<file path="config.mk">
export PLATFORM = sky130hd
export DESIGN_NAME = servo_angle_sequencer
export DESIGN_NICKNAME = d
export VERILOG_FILES = /design/src/rtl/servo_angle_sequencer_pkg.sv /design/src/rtl/servo_angle_sequencer_frame_timer.sv /design/src/rtl/servo_angle_sequencer.sv
export SDC_FILE = /design/constraint.sdc
export NUM_CORES = 1
export LEC_CHECK = 0
export CAP_MARGIN = 20
export CORE_MARGIN = 1.5
export CORE_UTILIZATION = 25
export CTS_CLUSTER_SIZE = 25
export DETAILED_ROUTE_END_ITERATION = 8
export SYNTH_ARGS = -nofsm -noshare
export SYNTH_HDL_FRONTEND = slang
export SYNTH_HIERARCHICAL = 1
export SYNTH_SLANG_ARGS = --single-unit
</file>
<file path="constraint.sdc">
create_clock -name Clk_i -period 2.9 [get_ports Clk_i]
set_clock_uncertainty 0.2 [all_clocks]
set_input_delay 0.435 -clock Clk_i [delete_from_list [all_inputs] [get_ports Clk_i]]
set_output_delay 0.435 -clock Clk_i [all_outputs]
set_load 0.01 [all_outputs]
</file>
<file path="src/rtl/servo_angle_sequencer_pkg.sv">
// Shared definitions for the servo angle sequencer: state encoding, angle indices
// and the default MG995 compare codes (50 MHz clock).
package servo_angle_sequencer_pkg;

    typedef enum logic [1:0] {
        ST_IDLE    = 2'd0,
        ST_PENDING = 2'd1,
        ST_SETTLE  = 2'd2,
        ST_RUN     = 2'd3
    } seq_state_e;

    localparam logic [1:0] IDX_0      = 2'd0;
    localparam logic [1:0] IDX_90     = 2'd1;
    localparam logic [1:0] IDX_180    = 2'd2;
    localparam logic [1:0] IDX_IGNORE = 2'd3;

    localparam int ANGLE_0_C   = 24999;
    localparam int ANGLE_90_C  = 74999;
    localparam int ANGLE_180_C = 124999;

endpackage

</file>
<file path="src/rtl/servo_angle_sequencer_frame_timer.sv">
// PWM frame counter: counts 0..FRAME_CYCLES_P-1 while enabled, flags the wrap edge
// combinationally and registers a one-cycle tick for the cycle in which the count is 0.
module servo_angle_sequencer_frame_timer #(
    parameter int FRAME_CYCLES_P = 1000000,
    parameter int FRAME_W_P      = 20
) (
    input  logic Clk_i,
    input  logic Reset_i,
    input  logic Enable_i,
    output logic Frame_tick_o,
    output logic Wrap_o
);

    localparam logic [FRAME_W_P-1:0] FRAME_LAST = FRAME_W_P'(FRAME_CYCLES_P - 1);

    logic [FRAME_W_P-1:0] frame_cnt_q;
    logic                 frame_tick_q;

    assign Wrap_o       = Enable_i && (frame_cnt_q == FRAME_LAST);
    assign Frame_tick_o = frame_tick_q;

    always_ff @(posedge Clk_i or negedge Reset_i) begin
        if (!Reset_i) begin
            frame_cnt_q  <= '0;
            frame_tick_q <= 1'b0;
        end else if (!Enable_i) begin
            frame_cnt_q  <= '0;
            frame_tick_q <= 1'b0;
        end else begin
            frame_cnt_q  <= Wrap_o ? '0 : frame_cnt_q + 1'b1;
            frame_tick_q <= Wrap_o;
        end
    end

endmodule

</file>
<file path="src/rtl/servo_angle_sequencer.sv">
// Chooses the MG995 angle (manual select or 0/90/180 ping-pong sweep) and applies it
// only at a PWM frame boundary while the UART reporter is idle, then dwells before the next change.
module servo_angle_sequencer
    import servo_angle_sequencer_pkg::*;
#(
    parameter int DATA_W_P       = 17,
    parameter int ANGLE_0_P      = ANGLE_0_C,
    parameter int ANGLE_90_P     = ANGLE_90_C,
    parameter int ANGLE_180_P    = ANGLE_180_C,
    parameter int FRAME_CYCLES_P = 1000000,
    parameter int FRAME_W_P      = 20,
    parameter int DWELL_FRAMES_P = 50,
    parameter int DWELL_W_P      = 8
) (
    input  logic                Clk_i,
    input  logic                Reset_i,
    input  logic                Enable_i,
    input  logic                Mode_i,
    input  logic [1:0]          Angle_sel_i,
    input  logic                Uart_busy_i,
    output logic [DATA_W_P-1:0] Data_o,
    output logic [1:0]          Angle_idx_o,
    output logic                Frame_tick_o,
    output logic                Uart_en_o,
    output logic                Busy_o
);

    localparam logic [DWELL_W_P-1:0] DWELL_LAST = DWELL_W_P'(DWELL_FRAMES_P - 1);

    seq_state_e            state_q, state_d;
    logic [1:0]            target_q, target_d;
    logic [1:0]            idx_q, idx_d;
    logic [DWELL_W_P-1:0]  dwell_q, dwell_d;
    logic                  dir_up_q, dir_up_d;
    logic [DATA_W_P-1:0]   data_q, data_d;
    logic                  frame_tick;
    logic                  wrap;

    function automatic logic [DATA_W_P-1:0] angle_code(input logic [1:0] idx);
        case (idx)
            IDX_90:  angle_code = DATA_W_P'(ANGLE_90_P);
            IDX_180: angle_code = DATA_W_P'(ANGLE_180_P);
            default: angle_code = DATA_W_P'(ANGLE_0_P);
        endcase
    endfunction

    servo_angle_sequencer_frame_timer #(
        .FRAME_CYCLES_P (FRAME_CYCLES_P),
        .FRAME_W_P      (FRAME_W_P)
    ) u_frame_timer (
        .Clk_i        (Clk_i),
        .Reset_i      (Reset_i),
        .Enable_i     (Enable_i),
        .Frame_tick_o (frame_tick),
        .Wrap_o       (wrap)
    );

    always_ff @(posedge Clk_i or negedge Reset_i) begin
        if (!Reset_i) begin
            state_q  <= ST_IDLE;
            target_q <= IDX_0;
            idx_q    <= IDX_0;
            dwell_q  <= '0;
            dir_up_q <= 1'b1;
            data_q   <= '0;
        end else begin
            state_q  <= state_d;
            target_q <= target_d;
            idx_q    <= idx_d;
            dwell_q  <= dwell_d;
            dir_up_q <= dir_up_d;
            data_q   <= data_d;
        end
    end

    always_comb begin
        state_d  = state_q;
        target_d = target_q;
        idx_d    = idx_q;
        dwell_d  = dwell_q;
        dir_up_d = dir_up_q;
        data_d   = data_q;

        // Disabling wins over everything but keeps the angle index and sweep direction.
        if (!Enable_i) begin
            state_d = ST_IDLE;
            data_d  = '0;
            dwell_d = '0;
        end else begin
            case (state_q)
                ST_IDLE: begin
                    state_d  = ST_PENDING;
                    target_d = (!Mode_i && Angle_sel_i != IDX_IGNORE) ? Angle_sel_i : idx_q;
                end
                ST_PENDING: begin
                    if (wrap && !Uart_busy_i) begin
                        data_d  = angle_code(target_q);
                        idx_d   = target_q;
                        dwell_d = '0;
                        state_d = ST_SETTLE;
                    end
                end
                ST_SETTLE: begin
                    if (frame_tick) begin
                        if (dwell_q == DWELL_LAST) begin
                            state_d = ST_RUN;
                        end else begin
                            dwell_d = dwell_q + 1'b1;
                        end
                    end
                end
                ST_RUN: begin
                    if (Mode_i) begin
                        state_d = ST_PENDING;
                        // Ping-pong; a manual move may leave the direction pointing off the end.
                        if (dir_up_q && idx_q != IDX_180) begin
                            target_d = idx_q + 2'd1;
                            dir_up_d = (idx_q != IDX_90);
                        end else if (!dir_up_q && idx_q != IDX_0) begin
                            target_d = idx_q - 2'd1;
                            dir_up_d = (idx_q == IDX_90);
                        end else begin
                            target_d = IDX_90;
                            dir_up_d = (idx_q == IDX_0);
                        end
                    end else if (Angle_sel_i != IDX_IGNORE && Angle_sel_i != idx_q) begin
                        target_d = Angle_sel_i;
                        state_d  = ST_PENDING;
                    end
                end
                default: state_d = ST_IDLE;
            endcase
        end
    end

    assign Data_o       = data_q;
    assign Angle_idx_o  = idx_q;
    assign Frame_tick_o = frame_tick;
    assign Uart_en_o    = (state_q != ST_IDLE);
    assign Busy_o       = (state_q == ST_PENDING) || (state_q == ST_SETTLE);

endmodule
</file>
# After elaboration in Yosys (flattened, before gate mapping)
# Cells that the tools add are included.
[op_classes]
muxes = 27
n_shift = 0
div_mod_pow = 0
n_reduce_logical = 21
n_eq_ne = 21
n_bitwise = 0
n_mul = 0
n_addsub = 4
n_lt_le_gt_ge = 0
[ops]
columns = ["op", "n"]
rows = [
  ["$mux W17", 3],
  ["$mux W20", 2],
  ["$pmux W17 S2", 1],
  ["$mux W8", 4],
  ["$mux W2", 11],
  ["$add A20 B1 Y20 const B", 1],
  ["$eq A20 B20 Y1 const B", 1],
  ["$pmux W8 S2", 1],
  ["$ne A3 B3 Y1 const B", 4],
  ["$reduce_and A3 Y1", 3],
  ["$add A8 B1 Y8 const B", 1],
  ["$eq A8 B6 Y1 const B", 1],
  ["$pmux W2 S4", 1],
  ["$reduce_and A4 Y1", 2],
  ["$eq A2 B1 Y1 const B", 3],
  ["$eq A2 B2 Y1 const B", 3],
  ["$logic_and A1 B1 Y1", 6],
  ["$ne A2 B1 Y1 const B", 3],
  ["$reduce_bool A2 Y1", 3],
  ["$logic_not A2 Y1", 2],
  ["$ne A2 B2 Y1 const B", 2],
  ["$ne A4 B4 Y1 const B", 1],
  ["$pmux W2 S2", 1],
  ["$logic_not A1 Y1", 3],
  ["other kinds (8)", 10],
]
[word_totals]
rom_bits = 0
in_bits = 7
mem_count = 0
latch_bits = 0
reg_bits = 53
mem_bits_rw = 0

# Logic depth before layout (Yosys ltp)
# Gate-level depths: netlist of run 1.
[depth]
depth_word = 6
ltp_mapped = 9
depth_no_buf = 8

# Cells and area by module
# Netlist of run 1, hierarchy kept.
[modules_own_cells]
columns = ["module", "instances", "seq_area_each_um2", "area_per_inst_um2", "cells_per_inst"]
rows = [
  ["servo_angle_sequencer", 1, 551.8, 1521.5, 170],
  ["servo_angle_sequencer_frame_timer", 1, 525.5, 1089.8, 107],
]

# Least setup slack after synthesis of run 1
# Ideal clock, no wire load.
[synth_timing]
path_type = "flip-flop to flip-flop"
startpoint = "register u_frame_timer.frame_cnt_q[0]"
endpoint = "register dwell_q[5]"
setup_ns = 0.126
arrival_time_ns = 2.218
stages_incl_launch_ff = 9
t_required_ns = 2.574
slack_ns = 0.356
path_cell_list = "dfrtp_1 ha_1 nand2_1 or2_2 nor3_1 nand3b_1 o21a_1 o21a_1 a221o_1"
[synth_via]
elab_chain_cells = 5
[synth_rtl]
columns = ["element", "line_no", "text"]
rows = [
  ["from (decl)", "servo_angle_sequencer_frame_timer.sv:16", "logic [FRAME_W_P-1:0] frame_cnt_q;"],
  ["from (signal assigned)", "servo_angle_sequencer_frame_timer.sv:30", "frame_cnt_q <= Wrap_o ? '0 : frame_cnt_q + 1'b1;"],
  ["$eq A20 B20 Y1", "servo_angle_sequencer_frame_timer.sv:19", "assign Wrap_o = Enable_i && (frame_cnt_q == FRAME_LAST);"],
  ["$logic_and A1 B1 Y1", "servo_angle_sequencer_frame_timer.sv:19", ""],
  ["via wrap", "servo_angle_sequencer.sv:37", "logic wrap;"],
  ["$logic_and A1 B1 Y1", "servo_angle_sequencer.sv:96", "if (wrap && !Uart_busy_i) begin"],
  ["$ne A3 B3 Y1 (no line)", "-", ""],
  ["$reduce_and A4 Y1 (no line)", "-", ""],
  ["to (signal assigned)", "servo_angle_sequencer.sv:70", "dwell_q <= dwell_d;"],
  ["to (decl)", "servo_angle_sequencer.sv:33", "logic [DWELL_W_P-1:0] dwell_q, dwell_d;"],
]
# The timed path passes the listed nets, and every way through them passes these cells.
# A chain may end at the register's enable or synchronous reset.

# Worst setup path after layout of run 1
[layout_timing]
startpoint = "register u_frame_timer.frame_cnt_q[0]"
endpoint = "register dwell_q[7]"
# Same word-level chain as after synthesis.

==> results of run 1 <==
## through the flow
stage | setup WS (ps) | total power [W]
floorplan | 356 | 0.000918
global placement | 159 | 0.00104
detailed placement | 112 | 0.00105
CTS | 153 | 0.00143
global route | 62.2 | 0.00151
finish | 252 | 0.00142
## path summary, 6_finish.rpt
check,startpoint,cells after the start,end
setup / recovery,u_frame_timer/frame_cnt_q[0]$_DFF_PN0_,8,dwell_q[7]$_DFFE_PN0P_
hold / removal,u_frame_timer/frame_cnt_q[0]$_DFF_PN0_,1,u_frame_timer/frame_cnt_q[0]$_DFF_PN0_
setup reg to reg,u_frame_timer/frame_cnt_q[0]$_DFF_PN0_,8,dwell_q[7]$_DFFE_PN0P_
hold reg to reg,u_frame_timer/frame_cnt_q[0]$_DFF_PN0_,1,u_frame_timer/frame_cnt_q[0]$_DFF_PN0_
max in group asynchronous,Reset_i,3,u_frame_timer/frame_cnt_q[2]$_DFF_PN0_
min in group asynchronous,Reset_i,2,state_q[1]$_DFFE_PN0P_
## final cells by class
class | instances | area [sq um]
Timing Repair Buffer | 32 | 313
Fill cell | 1061 | 7140
Multi-Input combinational cell | 205 | 1380
Inverter | 16 | 60.1
Sequential cell | 43 | 1080
Clock buffer | 6 | 72.6
Tap cell | 136 | 170
Clock inverter | 2 | 12.5
## registers in the layout (all words and copies together), names as in the netlist
name,cells
Angle_idx_o,2
Data_o,7
dir_up_q,1
dwell_q,8
state_q,2
target_q,2
u_frame_timer/Frame_tick_o,1
u_frame_timer/frame_cnt_q,20
## critical path: cells and delay by family, from the launching register on
kind	cells	cell delay (ps)
adders and majority gates	1	260
AOI/OAI and AO/OA	3	780
and+or+nand+nor	4	890
DFF	1	400
## power breakdown
group	switching [W]	internal (W)
clock	0.000211	0.000169
sequential	0.0000399	0.000641
combinational	0.000196	0.000165
total	0.000447	0.000974
## repair_timing
action / in CTS / in global routing
hold buffers: 0 / 1
resized for setup: 0 / 2
endpoints found under the setup margin: 0 / 5
endpoints found under the hold margin: 0 / 8
## routing by layer
layer | up-vias | global-route usage (%) | wire [um]
met4 | 0 | 3.03 | 58
met2 | 44 | 15.8 | 2420
li1 | 1023 | - | -
met5 | - | 0 | 0
met3 | 7 | 2.74 | 215
met1 | 982 | 13.2 | 2520
## cell usage in the layout, fill, tap and decap left out, types with 5 or more instances in the layout
cell type	count
nor2_1	27
buf_4	5
xnor2_1	12
clkbuf_8	5
nand2b_1	6
or3_1	5
nand2_1	25
o21ai_0	14
inv_1	15
a21oi_1	8
nor3_1	7
nand3_1	12
clkdlybuf4s50_1	24
dfrtp_1	42
ha_1	14
## cell families after synthesis
| family | share of synthesized area [%] |
|---|---|
| muxes | 1.25 |
| DFF | 41.3 |
| AOI/OAI and AO/OA | 14.4 |
| adders and majority gates | 6.71 |
| and+or+nand+nor | 24.8 |
| xor gates and xnor gates | 5.03 |
| buffers and inverters | 6.37 |
| other | 0.144 |
==> metrics.txt, run 1 <==
placed cell areas=0.00297 sq mm; 1st-iter DRT viols=130; Most used DFF post-synth=dfrtp_1; Max VDD drop=0.000184 V; worst endpoint required time=2880 ps; Core Rows=37; die height=around 110 um; # diodes=0; Final ANT Viol Nets=0; Final setup viols=0; CP Class=reg -> reg; slowest cell on the critical path=dfrtp_1; first-pass GRT wire length=9180 um; Max transition margin=59.4%; Slew @ Worst Pin=roughly 600 ps; DR pass1 iterations=5; layout cells sized above 1=9.87%; cts bufs inserted=5; Clock Latency Late Sink=300 ps; vias in the first global route=2025; CTS tree=done; drc violations=0; Nets=around 320; Worst-path clk slew=90 ps; CTS Buffer Depth=2; die width=105 um; gpl congestion=0.800; initial core utilization=approximately a quarter; CTS Root Buffer Type=clkbuf_8; design area=about 0.0031 sq mm; end-of-flow core utilization=30.2%; flops & latches, synth=43; HPWL Detailed=~3800 um; Congestion Overflow GR=0; Cell Pwr Density=460 mW/mm^2; Crit Path Max Fanout=4; outcome=completed; Min Hold Slack=roughly 290 ps; Gate Count Post-Synth=about 280; Mapped Area=0.00261 sq mm; syn avg cell area=9.43 sq um; fmax=378 MHz; unrepaired setup endpoints after global routing=no; overall routing resource usage=9.99%; via/cell ratio=4.67; post-synth top area share=40.2%; WP data arrival=approximately 2600 ps; Crit. End Element=flip-flop; Layout area overhead=18.3%; hold crit path type=reg -> reg; I/O pin cnt=29; ys async rst share=100%; synth top area cells=dfrtp_1, ha_1, xnor2_1; Final Instance Count excl. Fillers=440; setup TNS=0 ps; Commonest cells post-synth=dfrtp_1, nor2_1, nand2_1; Startpoint Class=flip-flop; final WL=about 5200 um; Final Hold Fails=0; sequential area share after synthesis=just over 40%; Wirelength per Cell=11.9 um; Post-synth EDFFs=0; CTS H-Tree Depth=2; Post CTS Setup Buffer Count=0; R2R setup slack=between 200 and 300 ps; crit path cell chain=ha_1, nand2_1, or2_2, nor3_2, nand2b_1, a21o_1, o21a_1, a221o_1; Static Leak=between 1 and 1.5 nW; IO Port Bufs=25; post-synth cell types=57; initial antenna violation count=0; placed cells=430; top-count cell post-synth=dfrtp_1; largest net degree at the start of global routing=44; Vias=about 2100; largest area contributor in the netlist=dfrtp_1; crit share post-route=approximately 91%; MaxCap Viol Count=0; Clock Sinks=43; Tmin final=approximately 2600 ps; die area=0.0111 sq mm; Final Max Tran Viols=0; core area=0.0102 sq mm; synth warn=6; Crit path largest cell delay=~400 ps
Power figures use the tool's default switching activity.
==> run 2, diff against run 1 <==
--- a/config.mk
+++ b/config.mk
@@ -11,4 +11,5 @@
 export CTS_CLUSTER_SIZE = 25
 export DETAILED_ROUTE_END_ITERATION = 8
+export SKIP_LAST_GASP = 1
 export SYNTH_ARGS = -nofsm -noshare
 export SYNTH_HDL_FRONTEND = slang
==> constraint.sdc (replaced) <==
create_clock -name Clk_i -period 2.9 [get_ports Clk_i]
set_clock_uncertainty 0.2 [all_clocks]
set_input_delay 0.725 -clock Clk_i [delete_from_list [all_inputs] [get_ports Clk_i]]
set_output_delay 0.725 -clock Clk_i [all_outputs]
set_load 0.01 [all_outputs]
==> run 2 against run 1 <==
  * Wire length is 2.2% higher
  * Clock-buffer cell count stayed put
  * First-iteration DRC count is 5.4% lower
  * Worst hold slack worse by 42 ps
  * Register-to-register slack hardly changed
  * Critical endpoint is now dwell_q[5]$_DFFE_PN0P_
  * Largest cell class unchanged
  * Highest routed layer unchanged
==> metrics.txt, run 2 (synthesis results as in run 1) <==
Cell Pwr Density=511 mW/mm^2; sequential share of power=42.2%; CP Class=reg -> reg; initial antenna violation count=0; core area=0.0102 sq mm; DR pass1 iterations=4; Startpoint Class=flip-flop; Final setup viols=0; Nets=329; die area=0.0111 sq mm; R2R setup slack=between 200 and 300 ps; Max VDD drop=0.000291 V; fmax=378 MHz; MaxCap Viol Count=0; Layout area overhead=20.7%; Vias=between 2000 and 2500; max reg flops=20; Max transition margin=between 50% and 60%; combinational power share=23.1%; Worst-path clk slew=90 ps; fin worst setup slack=roughly 250 ps; fillers=1070; initial core utilization=25.5%; worst endpoint required time=2880 ps; cts bufs inserted=5; hold crit path type=in -> async; Crit Path Max Fanout=4; FF-to-FF End=dwell_q[5]$_DFFE_PN0P_; die width=105 um; CTS H-Tree Depth=2; r2r startpoint=u_frame_timer/frame_cnt_q[0]$_DFF_PN0_; crit path cell chain=ha_1, nand2_1, or2_2, nor3_1, buf_4, nand2b_1, a21o_1, o21a_1, a221o_1; gpl congestion=0.801; cell family with most CP delay=compound AO/OA/AOI/OAI gates; switching power=0.000452 W; Congestion Overflow GR=0; CTS Root Buffer Type=clkbuf_8; switching share of power=28.1%; crit share post-route=91.2%; CTS tree=done; Top reg by flops=u_frame_timer/frame_cnt_q; Multi-input gate area=0.00138 sq mm; # diodes=0; layout cells sized above 1=approximately 11%; Slew @ Worst Pin=between 600 and 700 ps; R2R cell count=9; HPWL Detailed=3880 um; Internal=around 0.0012 W; commonest cells after routing, fill and taps aside=dfrtp_1, nor2_1, nand2_1; Core Rows=37; Tmin final=2650 ps; largest net degree at the start of global routing=29; first-pass GRT wire length=9200 um; slowest cell on the critical path=dfrtp_1; most common cell after layout, fill and taps aside=dfrtp_1; die height=approximately 110 um; via/cell ratio=4.63; Static Leak=1.26 nW; Clock Latency Late Sink=300 ps; Final Hold Fails=0; Design Power=about 0.0016 W; CTS Buffer Depth=2; WP data arrival=roughly 2600 ps; IO Port Bufs=25; Wirelength per Cell=~12 um; Post CTS Setup Buffer Count=0; hold_buf cts=0; Clock Sinks=43; Final Max Tran Viols=0; dpl ws=-34.0 ps; I/O pin cnt=29; 1st-iter DRT viols=123; Min Hold Slack=251 ps; final WL=between 5000 and 6000 um; sequential cell area=0.00108 sq mm; unrepaired setup endpoints after global routing=no; Post-CTS Resized=0; Crit. End Element=flip-flop; overall routing resource usage=10.1%; drc violations=0; outcome=completed; Final ANT Viol Nets=0; Clock Power Share=34.7%; vias in the first global route=2000; Buf/Inv on CP=1; Crit path largest cell delay=400 ps
run 2: worst max-delay path by stage:
| stage | cells past startpoint | from | to |
|---|---|---|---|
| floorplan | 8 | u_frame_timer/frame_cnt_q[0]$_DFF_PN0_ | dwell_q[5]$_DFFE_PN0P_ |
| global placement | 8 | Enable_i | dwell_q[7]$_DFFE_PN0P_ |
| detailed placement | 8 | Enable_i | dwell_q[7]$_DFFE_PN0P_ |
| CTS | 9 | u_frame_timer/frame_cnt_q[0]$_DFF_PN0_ | dwell_q[5]$_DFFE_PN0P_ |
| global route | 9 | u_frame_timer/frame_cnt_q[0]$_DFF_PN0_ | state_q[1]$_DFFE_PN0P_ |
| finish | 9 | u_frame_timer/frame_cnt_q[0]$_DFF_PN0_ | dwell_q[5]$_DFFE_PN0P_ |
run 2: power groups by stage:
| stage | logic [W] | registers [W] | clock network (W) |
|---|---|---|---|
| after floorplan | 0.000236 | 0.000682 | 0 |
| after global placement | 0.000368 | 0.000689 | 0 |
| after detailed placement | 0.000376 | 0.000692 | 0 |
| after CTS | 0.000378 | 0.000680 | 0.000573 |
| after global routing | 0.000422 | 0.000688 | 0.000591 |
| final | 0.000373 | 0.000680 | 0.000558 |
run 2: cell type report:
cell class	instances	area share [%]
inverters	16	1.91
flip-flops and latches	43	34.2
clock inverters	2	1.91
multi-input cells	205	43.6
clock buffers	6	2.30
well taps	136	5.40
repair buffers	37	10.6
run 2: per-layer routing:
layer  track usage, %  share of wire (%)  up-vias
li1                 -                  -     1031
met1             13.1                 49      986
met3             2.50                3.4        5
met4             3.13               0.84        0
met2             16.6                 47       37
met5                0                  0        -
run 2: through the flow:
| stage | utilization, % | cell area [sq um] | instances | TNS [ps] |
|---|---|---|---|---|
| finish | 30.8 | 3150 | 445 | 0 |
| global route | 30.8 | 3150 | 445 | 0 |
| global placement | 29.5 | 3020 | 437 | 0 |
| detailed placement | 29.5 | 3020 | 437 | -46.7 |
| CTS | 30.8 | 3150 | 445 | 0 |
| floorplan | - | 2620 | 279 | 0 |
==> run 3, diff against run 2 <==
CORE_MARGIN = 2   (was 1.5)
==> run 3 against run 2 <==
  * First-iteration DRC count down 20%
  * Flip-flop and latch count unchanged
  * Sequential share of layout area up 0.51 points
  * Sequential power about the same
  * Total power down 11%
  * Core utilization down 0.45 points
  * Clock power down 32%
  * Critical path type unchanged
  * Largest power group unchanged
==> metrics.txt, run 3 (synthesis results as in run 1) <==
Final setup viols=0; R2R setup slack=240 ps; Clock Latency Late Sink=300 ps; fmax=around 380 MHz; core area=0.0102 sq mm; Static Leak=approximately 1.2 nW; Final Hold Fails=0; slowest cell on the critical path=dfrtp_1; die height=106 um; 1st-iter DRT viols=99; Startpoint Class=flip-flop; Buf/Inv on CP=1; drc violations=0; I/O pin cnt=29; gpl congestion=0.781; Final Instance Count excl. Fillers=445; fin worst setup slack=243 ps; Worst-path clk slew=90 ps; routing usage on met3=~2.8%; fillers=about 1100; Final Max Tran Viols=0; initial core utilization=around 26%; sequential cell area=0.00108 sq mm; hold_buf cts=0; Clock Sinks=43; # diodes=0; Final ANT Viol Nets=0; CTS Buffer Depth=2; hold crit path type=in -> async; CTS Root Buffer Type=clkbuf_8; layout cells sized above 1=11.0%; Vias=around 2000; Cell Pwr Density=463 mW/mm^2; Core Rows=37; Crit Path Max Fanout=4; Layout area overhead=18.9%; dpl ws=21.6 ps; Top reg by flops=u_frame_timer/frame_cnt_q; largest net degree at the start of global routing=21; CP Class=reg -> reg; MaxCap Viol Count=0; HPWL Detailed=around 4000 um; met1 Use GR=12.8%; Slew @ Worst Pin=566 ps; IO Port Bufs=25; Tmin final=2660 ps; WP data arrival=2640 ps; R2R cell count=9; CTS tree=done; cell family with most CP delay=compound AO/OA/AOI/OAI gates; vias in the first global route=2007; crit path cell chain=ha_1, nand2_1, or2_2, nor3_1, buf_4, nand2b_1, a21o_1, o21a_1, a221o_1; most common cell after layout, fill and taps aside=dfrtp_1; Max VDD drop=0.000177 V; Post CTS Setup Buffer Count=0; Multi-input gate area=roughly 0.0014 sq mm; via/cell ratio=4.58; first-pass GRT wire length=9270 um; Max transition margin=61.8%; cts bufs inserted=5; Wirelength per Cell=12.2 um; Nets=329; DR pass1 iterations=4; GRT Max-Usage Layer=met2; initial antenna violation count=0; CTS H-Tree Depth=2; overall routing resource usage=about a tenth; FF-to-FF End=dwell_q[5]$_DFFE_PN0P_; max reg flops=20; worst endpoint required time=~2900 ps; Crit. End Element=flip-flop; commonest cells after routing, fill and taps aside=dfrtp_1, nor2_1, nand2_1; Congestion Overflow GR=0; outcome=completed; r2r startpoint=u_frame_timer/frame_cnt_q[0]$_DFF_PN0_; final WL=5450 um; M2 GR Usage=16.6%; die area=0.0113 sq mm; crit share post-route=91.6%; placed cells=between 400 and 500; die width=106 um; Crit path largest cell delay=roughly 400 ps
==> run 3: worst max-delay path by stage <==
stage	cells past startpoint	endpoint	slack, ps	start
after global routing	9	state_q[1]$_DFFE_PN0P_	-30	u_frame_timer/frame_cnt_q[0]$_DFF_PN0_
after detailed placement	8	dwell_q[5]$_DFFE_PN0P_	20	Enable_i
after global placement	8	dwell_q[7]$_DFFE_PN0P_	20	Enable_i
after CTS	9	dwell_q[5]$_DFFE_PN0P_	250	u_frame_timer/frame_cnt_q[0]$_DFF_PN0_
after floorplan	8	dwell_q[5]$_DFFE_PN0P_	360	u_frame_timer/frame_cnt_q[0]$_DFF_PN0_
final	9	dwell_q[5]$_DFFE_PN0P_	240	u_frame_timer/frame_cnt_q[0]$_DFF_PN0_
==> run 3: cell type report <==
cell class,instances,share of cell area (%)
Clock buffer,6,2.34
Tap cell,136,5.48
Clock inverter,2,0.403
Inverter,16,1.93
Timing Repair Buffer,37,10.8
Multi-Input combinational cell,205,44.3
Sequential cell,43,34.7
==> run 3: repair_timing <==
| item | in CTS | in global routing |
|---|---|---|
| hold endpoints to repair | 0 | 0 |
| endpoints found under the setup margin | 0 | 1 |
| resized for setup | 0 | 1 |
==> run 3: power breakdown <==
| group | total, W | internal, W | leakage (nW) | switching, W |
|---|---|---|---|---|
| logic | 0.000376 | 0.000174 | 0.601 | 0.000202 |
| registers | 0.000681 | 0.000641 | 0.591 | 0.0000397 |
| clock network | 0.000380 | 0.000169 | 0.0412 | 0.000212 |
==> run 3: per-layer routing <==
metal | share of wire [%] | vias to the layer above
met1 | 48 | 973
met5 | 0 | -
met4 | 1.1 | 0
met2 | 47 | 30
li1 | - | 1030
met3 | 3.5 | 6
==> run 3: through the flow <==
step	cell area [sq um]	hold WS (ps)	setup TNS (ps)	total power (W)	utilization (%)
after detailed placement	3020	286	0	0.00107	29.5
after floorplan	2620	229	0	0.000918	-
final	3100	171	0	0.00144	30.3
after global routing	3100	191	-29.7	0.00153	30.3
after CTS	3100	187	0	0.00145	30.3
after global placement	3020	272	0	0.00106	29.5
==> RTL edit 1, RTL diff (config.mk and constraints of run 3) <==
Register the inputs `Enable_i`, `Mode_i`, `Angle_sel_i` and `Uart_busy_i` before use, without a reset. The logic sees them one clock later.
--- a/src/rtl/servo_angle_sequencer.sv
+++ b/src/rtl/servo_angle_sequencer.sv
@@ -29,2 +29,14 @@
 
+    logic Enable_q;
+    logic Mode_q;
+    logic [1:0] Angle_sel_q;
+    logic Uart_busy_q;
+
+    always_ff @(posedge Clk_i) begin
+        Enable_q    <= Enable_i;
+        Mode_q      <= Mode_i;
+        Angle_sel_q <= Angle_sel_i;
+        Uart_busy_q <= Uart_busy_i;
+    end
+
     seq_state_e            state_q, state_d;
@@ -52,3 +64,3 @@
         .Reset_i      (Reset_i),
-        .Enable_i     (Enable_i),
+        .Enable_i     (Enable_q),
         .Frame_tick_o (frame_tick),
@@ -84,3 +96,3 @@
         // Disabling wins over everything but keeps the angle index and sweep direction.
-        if (!Enable_i) begin
+        if (!Enable_q) begin
             state_d = ST_IDLE;
@@ -92,6 +104,6 @@
                     state_d  = ST_PENDING;
-                    target_d = (!Mode_i && Angle_sel_i != IDX_IGNORE) ? Angle_sel_i : idx_q;
+                    target_d = (!Mode_q && Angle_sel_q != IDX_IGNORE) ? Angle_sel_q : idx_q;
                 end
                 ST_PENDING: begin
-                    if (wrap && !Uart_busy_i) begin
+                    if (wrap && !Uart_busy_q) begin
                         data_d  = angle_code(target_q);
@@ -112,3 +124,3 @@
                 ST_RUN: begin
-                    if (Mode_i) begin
+                    if (Mode_q) begin
                         state_d = ST_PENDING;
@@ -125,4 +137,4 @@
                         end
-                    end else if (Angle_sel_i != IDX_IGNORE && Angle_sel_i != idx_q) begin
-                        target_d = Angle_sel_i;
+                    end else if (Angle_sel_q != IDX_IGNORE && Angle_sel_q != idx_q) begin
+                        target_d = Angle_sel_q;
                         state_d  = ST_PENDING;
Formal check against the unedited RTL: not equivalent (Yosys sat finds a counterexample within 4 cycles, from zero or initial values and one cycle with Reset_i low).
==> RTL edit 1 against run 3 <==
Sequential cell count grew 5; worst setup slack improved by 9.6 ps; die area grew 4.6%; area after synthesis increased by 4.7%; count of clock-buffer cells in the layout unchanged; fmax up 0.36%; routed wire length shrank 2.7%; power up 11%; final area rose by 3.1%; non-clock buffer count is 5 lower; final cell count up 0.67%; synthesized cell count is 2.2% higher; critical endpoint is now dwell_q[7].
==> RTL edit 1: results (changes against run 3) <==
| Metric | Value |
|---|---|
| Clock Latency Late Sink | `300 ps (about the same)` |
| CP max-delay cell | `o31ai_4` |
| Post-CTS Setup Bufs | `0 (unchanged)` |
| CP max FO | `8 (+4)` |
| Synth cell count leaders | `dfrtp_1 (42), nor2_1 (26), nand2_1 (23)` |
| Num CTS Buffers | `5 (unchanged)` |
| Ant. Diodes | `0 (unchanged)` |
| Status | `completed` |
| Top post-synthesis cells by area | `dfrtp_1 (38%), ha_1 (6.4%), xnor2_1 (3.8%)` |
| Synth warn | `6 (unchanged)` |
| Reg clk slew, reported paths | `90 ps (about the same)` |
| CP Data Arrival Time | `2600 ps (-40 ps)` |
| Post-CTS sizing | `0 (unchanged)` |
| Largest reg by FF count | `u_frame_timer/frame_cnt_q` |
| Vias in the first global route | `2,037 (+1.5%)` |
| First-pass GRT wire length | `9430 µm (+1.6%)` |
| Max-slew headroom | `60.2% (-1.6 points)` |
| Gpl congestion | `0.801 (+2.5%)` |
| Root buffer cell | `clkbuf_8` |
| Synth unique cells | `56 (-1.8%)` |
| Leak | `1.25 nW (+1.4%)` |
| First drt pass iteration count | `4 (unchanged)` |
| H-Tree Depth | `2 (unchanged)` |
| Synth Flop Type | `dfrtp_1` |
| Largest net degree at the start of global routing | `19 (-9.5%)` |
| TNS Setup | `0 ps (unchanged)` |
| Maximum VDD drop | `183 µV (+3.2%)` |
| FF-to-FF path depth | `8 (-1)` |
| CP max stage delay | `440 ps (+40 ps)` |
| HP Class | `in2async` |
| GR Util All Layers | `9.88% (-0.20 points)` |
| Drt first-iter violations | `123 (+24%)` |
| Placed standard-cell area | `3090 µm² (+2.5%)` |
| Vias per cell | `4.58 (about the same)` |
| Max-Cap Viols | `0 (unchanged)` |
| DR vias | `2,052 (+0.64%)` |
| Initial antenna violation count | `0 (unchanged)` |
| Post-synth ARST share | `89.6% (-10 points)` |
| Number of port buffers | `25 (unchanged)` |
| Share of post-route cells with drive strength above 1 | `10.4% (-0.61 points)` |
| Mapped Cells | `283 (+2.2%)` |
| Clock Path Buffers | `2 (unchanged)` |
| Placed Cells | `440 (+0.69%)` |
| Max FFs per register | `20 (unchanged)` |
| Nets@finish | `328 (-0.30%)` |
| Switching power share of the total | `29.4% (-2.1 points)` |
| Hpwl dp | `4000 µm (-0.48%)` |
| Delay-heaviest family, CP | `simple AND/OR/NAND/NOR gates` |
| Seq/Total Area, Yosys | `43.0% (+1.8 points)` |
| Wire per inst | `11.8 µm (-3.4%)` |
-- RTL edit 1: metrics by stage --
| step | util [%] | setup WS [ps] |
|---|---|---|
| after CTS | 29.8 | 218 |
| final | 29.8 | 252 |
| after global routing | 29.8 | 15.1 |
| after detailed placement | 28.8 | 242 |
| after floorplan | - | 440 |
| after global placement | 28.8 | 346 |
-- RTL edit 1: final cells by class --
| class | count | area, µm² |
|---|---|---|
| fillers | 1117 | 7540 |
| multi-input cells | 203 | 1380 |
| flip-flops and latches | 48 | 1180 |
| repair buffers | 32 | 298 |
| well taps | 140 | 175 |
| clock buffers | 6 | 72.6 |
| inverters | 17 | 63.8 |
| clock inverters | 2 | 35.0 |
-- RTL edit 1: cell families after synthesis --
group	Yosys count	synth area share, %
other	1	0.137
multiplexers	3	1.14
AND/OR/NAND/NOR	112	22.9
adder cells (fa/ha/maj)	14	6.40
buffers and inverters	34	6.77
AO/OA/AOI/OAI	56	14.8
XOR/XNOR	15	4.80
flip-flops	48	43.0
-- RTL edit 1: per-layer routing --
metal | global-route usage, % | share of wire, % | vias up
li1 | - | - | 1027
met1 | 12.8 | 48 | 993
met2 | 16.7 | 48 | 28
met3 | 2.29 | 3.1 | 4
met4 | 2.20 | 0.77 | 0
met5 | 0 | 0 | -
-- RTL edit 1: final timing paths --
path,to,from,slack [ps]
worst min register to register,u_frame_timer/frame_cnt_q[0],u_frame_timer/frame_cnt_q[0],290
min in group Clk_i,u_frame_timer/frame_cnt_q[0],u_frame_timer/frame_cnt_q[0],290
max in group asynchronous,dir_up_q,Reset_i,1750
worst min-delay path,u_frame_timer/frame_cnt_q[14],Reset_i,140
worst max-delay path,dwell_q[7],u_frame_timer/frame_cnt_q[0],250
worst max register to register,dwell_q[7],u_frame_timer/frame_cnt_q[0],250
-- RTL edit 1: power groups by stage --
| stage | clock [mW] | combinational (mW) | sequential [mW] |
|---|---|---|---|
| after floorplan | 0 | 0.246 | 0.759 |
| after global placement | 0 | 0.364 | 0.768 |
| after detailed placement | 0 | 0.370 | 0.770 |
| after CTS | 0.492 | 0.373 | 0.757 |
| after global routing | 0.524 | 0.418 | 0.766 |
| final | 0.478 | 0.365 | 0.757 |
==> RTL edit 2, RTL diff (config.mk and constraints of run 3) <==
Made on the original files. `DWELL_W_P`: 8 -> 10.
--- a/src/rtl/servo_angle_sequencer.sv
+++ b/src/rtl/servo_angle_sequencer.sv
@@ -12,3 +12,3 @@
     parameter int DWELL_FRAMES_P = 50,
-    parameter int DWELL_W_P      = 8
+    parameter int DWELL_W_P      = 10
 ) (
Check against the original RTL: no difference found for any inputs over 10 cycles, from zero or initial values and one cycle with Reset_i low; that may be too few to reach the edited logic, so the function may still have changed.
==> RTL edit 2 against run 3 <==
Power is 3.8% higher; routed wire length shrank 4.4%; sequential power up 3.2%; via count is 0.98% lower; non-clock buffer count grew 1; synthesized cell count unchanged; combinational power barely moved; count of clock-buffer cells in the layout is the same; sequential cell count is 2 higher; worst setup slack better by 64 ps; area after synthesis is 2.4% higher; clock power up 8.7%; final area is 2.1% higher; largest cell class unchanged.
==> RTL edit 2: results (changes against run 3) <==
| Metric | Value |
|---|---|
| Synth cell count leaders | `dfrtp_1 (44), nor2_1 (35), nand2_1 (23)` |
| Seq/Total Area, Yosys | `42.1% (+0.89 points)` |
| CP max FO | `6 (+2)` |
| Share of post-route cells with drive strength above 1 | `13.9% (+2.9 points)` |
| Post-synth ARST share | `100% (unchanged)` |
| Root buffer cell | `clkbuf_8` |
| Routed wl met2 | `2430 µm (-5.3%)` |
| Leak | `1.28 nW (+3.5%)` |
| HP Class | `reg2reg` |
| Drt first-iter violations | `106 (+7.1%)` |
| H-Tree Depth | `2 (unchanged)` |
| First-pass GRT wire length | `9130 µm (-1.6%)` |
| CP max-delay cell | `dfrtp_1` |
| Status | `completed` |
| Clock Latency Late Sink | `300 ps (about the same)` |
| DRT Wirelength | `5210 µm (-4.4%)` |
| Actual slew at the worst max-slew pin | `575 ps (+9.21 ps)` |
| Post-CTS Setup Bufs | `0 (unchanged)` |
| Nets@finish | `329 (unchanged)` |
| Highest metal used | `met4` |
| Met1 WL | `2510 µm (-4.4%)` |
| GR Util All Layers | `9.82% (-0.26 points)` |
| Pre-CTS setup slack | `11.6 ps (-9.97 ps)` |
| Fill cells | `1,110 (+5.2%)` |
| First drt pass iteration count | `4 (unchanged)` |
| Delay-heaviest family, CP | `simple AND/OR/NAND/NOR gates` |
| Synth unique cells | `52 (-8.8%)` |
| Top post-synthesis cells by area | `dfrtp_1 (41%), ha_1 (6.5%), xnor2_1 (5.2%)` |
| CP max stage delay | `460 ps (+60 ps)` |
| Ant. Diodes | `0 (unchanged)` |
| Hpwl dp | `3840 µm (-4.3%)` |
| Maximum VDD drop | `160 µV (-9.4%)` |
| CP Data Arrival Time | `2620 ps (-20 ps)` |
| Met3 routed WL | `216 µm (+12%)` |
| Post-CTS sizing | `0 (unchanged)` |
| Vias per cell | `4.54 (-0.98%)` |
| Vias in the first global route | `1,973 (-1.7%)` |
| Placed standard-cell area | `3070 µm² (+1.8%)` |
| Largest net degree at the start of global routing | `46 (+120%)` |
| Register Area | `1130 µm² (+4.6%)` |
| Gpl congestion | `0.726 (-7.0%)` |
==> RTL edit 2: changes by cell type after synthesis, sizes merged, moves of 3 or more <==
cell,delta
o21ai,+3
nand2b,-4
inv,-3
xnor2,+4
nor2,+8
o21a,-3
a31oi,+3
a221o,-3
a21oi,+4
mux2i,+3
==> RTL edit 2: cell type report <==
cell class,count,share of cell area (%)
multi-input cells,206,43.8
flip-flops and latches,45,35.6
inverters,12,1.42
clock buffers,6,2.61
repair buffers,38,10.8
well taps,136,5.37
clock inverters,2,0.434
==> RTL edit 2: path summary, 6_finish.rpt <==
check	startpoint	to	slack, ps	depth (start not counted)
worst max register to register	u_frame_timer/frame_cnt_q[12]	dwell_q[9]	310	9
max in group asynchronous	Reset_i	u_frame_timer/Frame_tick_o	1800	2
worst min register to register	u_frame_timer/frame_cnt_q[0]	u_frame_timer/frame_cnt_q[0]	290	1
worst min-delay path	u_frame_timer/frame_cnt_q[0]	u_frame_timer/frame_cnt_q[0]	290	1
min in group asynchronous	Reset_i	u_frame_timer/frame_cnt_q[0]	320	2
worst max-delay path	u_frame_timer/frame_cnt_q[12]	dwell_q[9]	310	9
==> RTL edit 2: stage by stage <==
stage	std cells	hold slack, ps	total power [mW]
finish	445	293	1.49
global route	445	321	1.60
CTS	445	300	1.52
detailed placement	437	287	1.09
global placement	437	282	1.09
floorplan	279	229	0.969
==> RTL edit 2: power by group <==
part | internal [mW] | switching, mW | leakage [nW]
clock network | 0.193 | 0.219 | 0.0512
logic | 0.173 | 0.202 | 0.606
registers | 0.668 | 0.0351 | 0.619
total | 1.03 | 0.457 | 1.28
==> RTL edit 2: layer usage <==
layer	vias up	global-route usage, %
li1	1011	-
met1	963	12.7
met2	40	16.3
met3	5	2.36
met4	0	3.02
met5	-	0
==> RTL edit 2: cell families after synthesis <==
family | after synthesis | share of synthesized area, %
AO/OA/AOI/OAI | 49 | 13.4
XOR/XNOR | 20 | 6.55
adder cells (fa/ha/maj) | 14 | 6.55
buffers and inverters | 28 | 6.31
flip-flops | 45 | 42.1
multiplexers | 5 | 1.92
other | 1 | 0.140
AND/OR/NAND/NOR | 115 | 23.0
